**src/rtl/button_encoder_pkg.sv**
```systemverilog
// rtl/button_encoder_pkg.sv - shared constants and helpers for the button encoder
package button_encoder_pkg;

  localparam int NUM_BTN = 4;

  // Encoder FSM state encodings, kept alongside the other controller state constants
  localparam logic ENC_ARMED_S = 1'b0;
  localparam logic ENC_HELD_S  = 1'b1;

  typedef enum logic {
    ARMED = ENC_ARMED_S,
    HELD  = ENC_HELD_S
  } enc_state_t;

  // True when exactly one button level is high
  function automatic logic is_single(input logic [NUM_BTN-1:0] v);
    return (v != '0) && ((v & (v - 4'd1)) == '0);
  endfunction

  // Index of the lowest set bit; only meaningful when is_single() holds
  function automatic logic [1:0] btn_index(input logic [NUM_BTN-1:0] v);
    logic [1:0] idx;
    idx = 2'd0;
    for (int k = NUM_BTN - 1; k >= 0; k--) begin
      if (v[k]) idx = 2'(k);
    end
    return idx;
  endfunction

endpackage

```
**src/rtl/button_debounce.sv**
```systemverilog
// rtl/button_debounce.sv - two-flop synchronizer plus counter debounce for one button
module button_debounce #(
  parameter int DB_COUNT = 50000,
  parameter int DB_W     = 16
) (
  input  logic clk,
  input  logic rst_n,
  input  logic raw,
  output logic stable
);

  localparam logic [DB_W-1:0] LAST = DB_W'(DB_COUNT - 1);

  logic            sync1;
  logic            sync2;
  logic [DB_W-1:0] cnt;

  // Synchronize the raw level, then accept a change only after DB_COUNT agreeing cycles;
  // any return to the stable level restarts the window, and the counter never wraps
  always_ff @(posedge clk) begin
    if (!rst_n) begin
      sync1  <= 1'b0;
      sync2  <= 1'b0;
      stable <= 1'b0;
      cnt    <= '0;
    end else begin
      sync1 <= raw;
      sync2 <= sync1;
      if (sync2 == stable) begin
        cnt <= '0;
      end else if (cnt == LAST) begin
        stable <= sync2;
        cnt    <= '0;
      end else begin
        cnt <= cnt + DB_W'(1);
      end
    end
  end

endmodule

```
**src/rtl/button_encoder.sv**
```systemverilog
// rtl/button_encoder.sv - debounced four-button to colour-index encoder with press pulse
module button_encoder
  import button_encoder_pkg::*;
#(
  parameter int DB_COUNT = 50000,
  parameter int DB_W     = 16
) (
  input  logic       CLK,
  input  logic       RST_N,
  input  logic [3:0] BTN,
  output logic [1:0] IN,
  output logic       IN_VALID
);

  logic [NUM_BTN-1:0] stable;
  enc_state_t         state;

  for (genvar k = 0; k < NUM_BTN; k++) begin : g_db
    button_debounce #(
      .DB_COUNT(DB_COUNT),
      .DB_W    (DB_W)
    ) u_db (
      .clk   (CLK),
      .rst_n (RST_N),
      .raw   (BTN[k]),
      .stable(stable[k])
    );
  end

  // Pulse once for a lone press from ARMED; chords and presses while held stay silent
  // until every debounced button is released again
  always_ff @(posedge CLK) begin
    if (!RST_N) begin
      state    <= ARMED;
      IN       <= 2'd0;
      IN_VALID <= 1'b0;
    end else begin
      IN_VALID <= 1'b0;
      case (state)
        ARMED: begin
          if (is_single(stable)) begin
            IN       <= btn_index(stable);
            IN_VALID <= 1'b1;
            state    <= HELD;
          end else if (stable != '0) begin
            state <= HELD;
          end
        end
        HELD: begin
          if (stable == '0) state <= ARMED;
        end
        default: state <= ARMED;
      endcase
    end
  end

endmodule
```
**config.mk**
```make
export PLATFORM = sky130hd
export DESIGN_NAME = button_encoder
export DESIGN_NICKNAME = d
export VERILOG_FILES = /design/src/rtl/button_encoder_pkg.sv /design/src/rtl/button_debounce.sv /design/src/rtl/button_encoder.sv
export SDC_FILE = /design/constraint.sdc
export NUM_CORES = 1
export LEC_CHECK = 0
export CAP_MARGIN = 10
export CORE_MARGIN = 5
export CORE_UTILIZATION = 50
export CTS_BUF_LIST = sky130_fd_sc_hd__clkbuf_8
export DETAILED_ROUTE_END_ITERATION = 12
export GPL_TIMING_DRIVEN = 0
export PLACE_DENSITY = 0.67
export SYNTH_ARGS = -nofsm -noshare
export SYNTH_HDL_FRONTEND = slang
export SYNTH_SLANG_ARGS = --single-unit
```
**constraint.sdc**
```tcl
create_clock -name CLK -period 4.1 [get_ports CLK]
set_input_delay 0.82 -clock CLK [delete_from_list [all_inputs] [get_ports CLK]]
set_output_delay 0.82 -clock CLK [all_outputs]
set_load 0.02 [all_outputs]
```
# ---- Word-level counts from Yosys, hierarchy flattened
# Cells that the tools add are included.
dict set report classes {
  bitwise_logic 7
  n_addsub 5
  n_reduce_logical 14
  eq_ne 8
  n_mux 9
}
# cell count
set op_table {}
lappend op_table {{$add A16 B1 Y16 const B} 4}
lappend op_table {{$eq A16 B16 Y1 const B} 4}
lappend op_table {{$reduce_or A3 Y1} 4}
lappend op_table {{$reduce_and A2 Y1} 5}
lappend op_table {{$logic_not A4 Y1} 2}
lappend op_table {{$mux W2} 4}
lappend op_table {{$not A1 Y1} 6}
lappend op_table {{$and A4 B4 Y4} 1}
lappend op_table {{$eq A1 B1 Y1} 4}
lappend op_table {{$mux W1} 4}
lappend op_table {{$reduce_bool A4 Y1} 1}
lappend op_table {{$sub A4 B1 Y4 const B} 1}
lappend op_table {{$pmux W1 S2} 1}
lappend op_table {{$reduce_or A2 Y1} 1}
lappend op_table {{$logic_and A1 B1 Y1} 1}
dict set report word_totals {
  input_bits 6
  register_bits 80
}

# ---- Longest topological paths before layout
# Gate-level depths: netlist (run 1).
dict set report logic_depth {
  word_depth 6
  mapped_depth 7
  ltp_nobuf 5
}

# ---- By module
# Synthesis (run 1) repeated with hierarchy kept, for this count alone.
dict set report unflattened {
  cells_unflattened 374
  area_unflattened_um2 3564.7
}
# module instances area_each_um2 cells_per_inst seq_area_each_um2
set by_module_without_submodules {}
lappend by_module_without_submodules {button_debounce 4 837.1 87 380.4}
lappend by_module_without_submodules {button_encoder 1 216.5 26 80.1}

# ---- Least setup slack after synthesis (run 1)
# OpenSTA, ideal clock, no wires.
dict set report synth_timing {
  path_kind {flip-flop to flip-flop}
  start {register g_db[2].u_db.cnt[4]}
  end {register g_db[2].u_db.cnt[13]}
  t_required_ns 3.985
  synth_period_minus_slack_ns 1.695
  n_path_buf 1
  path_slack_ns 2.405
  stages_incl_launch_ff 6
  arrival_time_ns 1.581
  path_cell_list {dfxtp_1 > or4b_4 > nor4_4 > nand3b_4 > buf_12 > nor2_1}
}
dict set report synth_via {
  elab_chain_len 2
  elab_cells_between_ends 3
  classes_between {1 x add/sub; 1 x eq/ne; 1 x reduce/logical}
}
# element line
set synth_lines {}
lappend synth_lines {{from (decl)} button_debounce.sv:16} ;# logic [DB_W-1:0] cnt;
lappend synth_lines {{from (signal assigned)} button_debounce.sv:35} ;# cnt <= cnt + DB_W'(1);
lappend synth_lines {{parallel branches: the longest is 2 deep, another holds $add A16 B1 Y16} n/a}
# Several ways; the timed one is not identified.
# A chain may end at the register's enable or synchronous reset.

# ---- Final worst setup path (run 1)
dict set report layout_timing {
  start {register IN[0]}
  end {output IN[0]}
}
# element line
set layout_lines {}
lappend layout_lines {{from (decl)} button_encoder.sv:11} ;# output logic [1:0] IN,
lappend layout_lines {{from (signal assigned)} button_encoder.sv:42} ;# IN <= btn_index(stable);
# No word-level cell between the ends.

==> flow_metrics.tcl, run 1 <==
set metrics [dict create \
    run_status "finished, final reports clean" \
    cp.buffers_inverters 1 \
    crit_path_start "IN[0]" \
    leakagePower_uw 0.00121 \
    synthMuxAreaShare_pct 1.13 \
    ys_ff_latch 80 \
    gp_congestion 0.830 \
    power.density_nw_per_um2 363 \
    skew_ps 8.81 \
    ir_drop_uv 214 \
    antenna_left 0 \
    synthAdderAreaFrac_pct 1.41 \
    maxCapViolCount 0 \
    tightest_slew_ps 443 \
    synth_top_family_by_area "simple AND/OR/NAND/NOR gates" \
    yosys_warnings 0 \
    port_buffers 8 \
    synth.most_common_cell "dfxtp_1" \
    synth_top_area_cell "dfxtp_1" \
    synth_async_sr_flop_share_pct 0 \
    clock_latency_ps 350 \
    cts_made_buffers 9 \
    dieArea_um2 8900 \
    syn_inst 387 \
    synth-edff-count 0 \
    fmax_mhz 452 \
    hold_viol_final 0 \
    crit_path_max_incr_delay_ps 640 \
    cts.htree.levels 3 \
    cts_tree "yes" \
    crit_fanout 4 \
    wl_per_cell_um 12.0 \
    layout.nets 416 \
    via_per_inst 5.31 \
    critPathTopFamily "buffers and inverters" \
    rsz0062_at_grt "false" \
    final_area_um2 3980 \
    syn_nets 397 \
    fin_setup_tns_ps 0 \
    num_rows 30 \
    syn_area_um2 3560 \
    hp-start "g_db[2].u_db.sync1" \
    syn_to_final_growth_pct 11.8 \
    initial_core_util_pct 51.8 \
    synth-main-ff-cell "dfxtp_1" \
    die_width_um 94.4 \
    timing.reg2reg.setup_slack_ps 2100 \
    cts_setup_buffers 0 \
    worstPathArrival_ps 1390 \
    clk_pin_slew_worst_paths_ps 80 \
    ys_seq_area_share_pct 45.0 \
    cts.path.max_buffers 2 \
    r2r_start "g_db[0].u_db.cnt[0]" \
    drtIter0Drc 104 \
    min_path_cells 1 \
    drcViolationCount 0 \
    cts_resized 0 \
    synth_commonest_cells "80 x dfxtp_1, 52 x nor2_1, 42 x xnor2_1" \
    vias 2692 \
    synth-xor-area-share_pct 14.8 \
    postCtsHoldBufs 0 \
    cp-start-kind "flop" \
    synth_cell_types 40 \
    grt_pass1_wl_um 10500 \
    overflow 0 \
    cts_root_buf "clkbuf_8" \
    io_pins 9 \
    dpl_cell_area_um2 3760 \
    clock_sinks 80 \
    cp_slowest_cell "clkdlybuf4s50_1" \
    whs_endpoint "g_db[2].u_db.sync2" \
    finalCritPeriodShare_pct 54.0 \
    end_kind "output port" \
    hold_path.class "flop to flop" \
    synth_compound_area_share_pct 2.64 \
    wl_um 6080 \
    grt_antenna_before_repair 0 \
    drt_first_pass_iters 5 \
    antenna_cells 0 \
    die_h_um 94.4 \
    fillers 616 \
    avgSynthCellArea_um2 9.19 \
    grt_pass1_vias 2363 \
    reg2reg_depth 6 \
    synth.area.top_cells "dfxtp_1 45%, xnor2_1 10%, nor2_1 5.5%" \
    grt_max_degree 14 \
    min_period_ps 2210 \
    p_total_uw 1450 \
    worstPathRequired_ps 3280 \
    grt.total_usage_pct 14.7 \
    rr_endpoint "g_db[0].u_db.cnt[10]" \
    drive_above_1_share_pct 10.5 \
    setup_violations 0 \
    path_cells "clkdlybuf4s50_1" \
    synth_top_area_share_pct 45.0 \
    core_area_um2 6870 \
    yosys.area_share.simple_pct 31.6 \
    relSlewSlack_pct 70.5 \
    crit_type "flop to output port" \
    maxSlewViolCount 0 \
    hpwl_um 4160 \
]
where the power goes:
group	total [µW]	switching, µW	internal (µW)
Clock	638	281	356
Sequential	784	3.06	781
Combinational	23.4	11.7	11.7
Total	1450	296	1150
layout make-up:
type                    count  area, µm²  area share, %
clock buffers              10        138           3.46
multi-input cells         284       1830           46.1
well taps                  96        120           3.02
plain buffers              13       86.3           2.17
inverters                  10       37.5          0.943
flip-flops and latches     80       1600           40.2
clock inverters             6       83.8           2.11
repair buffers              8       80.1           2.01
cells by family (layout without fill, tap and decap cells):
group | Yosys count | in the layout
buf+inv | 23 | 47
xor+xnor | 60 | 60
compound gates | 14 | 14
mux | 4 | 4
fa+ha+maj | 4 | 4
flops | 80 | 80
simple gates | 202 | 202
flip-flops by register name, indices dropped and copies added, names as in the netlist:
| register | cells |
|---|---|
| IN | 2 |
| g_db.u_db.stable | 4 |
| state | 1 |
| IN_VALID | 1 |
| g_db.u_db.sync2 | 4 |
| g_db.u_db.cnt | 64 |
| g_db.u_db.sync1 | 4 |
cells in the final DEF, fill, tap and decap left out, drive strengths merged:
master         netlist  final
xor2                18     18
clkinvlp             0      2
clkdlybuf4s50        0      8
nand4b               2      2
and2                 8      8
xnor2               42     42
or2                  2      2
nor4b                2      2
a211oi               6      6
clkinv               0      1
bufinv               0      2
nor2                70     70
nor4                20     20
mux2i                4      4
inv                 10     11
nand4               21     21
and3b                1      1
o31ai                1      1
nand3b               1      1
a21oi                1      1
and3                 3      3
or4                  3      3
and4                 3      3
dfxtp               80     80
nand4bb              1      1
buf                  4      4
ha                   4      4
nor4bb               2      2
nand3               23     23
o21ai                5      5
nand2               21     21
nor3                13     13
or4b                 2      2
o41a                 1      1
clkbuf               9     19
nor2b                4      4
how the worst max path moves through the flow:
| stage | endpoint | slack [ps] | depth (start not counted) |
|---|---|---|---|
| after floorplan | g_db[2].u_db.cnt[13] | 2400 | 5 |
| after detailed placement | g_db[0].u_db.cnt[9] | 1720 | 5 |
| final | IN[0] | 1890 | 1 |
| after global placement | g_db[3].u_db.cnt[8] | 1740 | 5 |
| after global routing | IN[0] | 1870 | 1 |
| after CTS | IN[0] | 1880 | 1 |
stage by stage:
step | hold slack, ps | cells | worst slack [ps] | utilization, %
2_1_floorplan | 412 | 387 | 2400 | -
3_3_place_gp | 416 | 491 | 1740 | 54.7
3_5_place_dp | 421 | 491 | 1720 | 54.7
4_1_cts | 438 | 507 | 1880 | 57.9
5_1_grt | 460 | 507 | 1870 | 57.9
6_report | 440 | 507 | 1890 | 57.9
metal layers:
| metal | track usage, % | wire [µm] |
|---|---|---|
| met3 | 3.03 | 178 |
| met1 | 18.9 | 3010 |
| met4 | 7.94 | 141 |
| met5 | 0 | 0 |
| met2 | 23.0 | 2740 |
No activity file was read; power rests on OpenSTA's default activity.
==> inputs of run 2 (changes only) <==
==> constraint.sdc (replaced) <==
create_clock -name CLK -period 2.3 [get_ports CLK]
set_input_delay 0.46 -clock CLK [delete_from_list [all_inputs] [get_ports CLK]]
set_output_delay 0.46 -clock CLK [all_outputs]
set_load 0.02 [all_outputs]
==> results of run 2 <==
Same layout as run 1 (identical final DEF). Status: finished, final reports clean.
Main changes from that run: setup slack after placement 1720 ps -> 252 ps; setup slack after layout 1890 ps -> 295 ps; start point of the critical path IN[0] -> g_db[0].u_db.cnt[0]; end point of the critical path IN[0] -> g_db[0].u_db.cnt[10]; register-to-register setup slack 2100 ps -> 300 ps; total power 1450 µW -> 2580 µW; worst IR drop on VDD 214 µV -> 381 µV
==> inputs of run 3 (changes only) <==
--- a/config.mk
+++ b/config.mk
@@ -11,6 +11,7 @@
 export CTS_BUF_LIST = sky130_fd_sc_hd__clkbuf_8
 export DETAILED_ROUTE_END_ITERATION = 12
 export GPL_TIMING_DRIVEN = 0
+export HOLD_SLACK_MARGIN = 0.02
 export PLACE_DENSITY = 0.67
 export SYNTH_ARGS = -nofsm -noshare
 export SYNTH_HDL_FRONTEND = slang
==> results of run 3 <==
Same layout as run 1 (identical final DEF). Status: finished, final reports clean.
Main changes from that run: setup slack after placement 1720 ps -> 252 ps; setup slack after layout 1890 ps -> 295 ps; start point of the critical path IN[0] -> g_db[0].u_db.cnt[0]; end point of the critical path IN[0] -> g_db[0].u_db.cnt[10]; register-to-register setup slack 2100 ps -> 300 ps; total power 1450 µW -> 2580 µW; worst IR drop on VDD 214 µV -> 381 µV
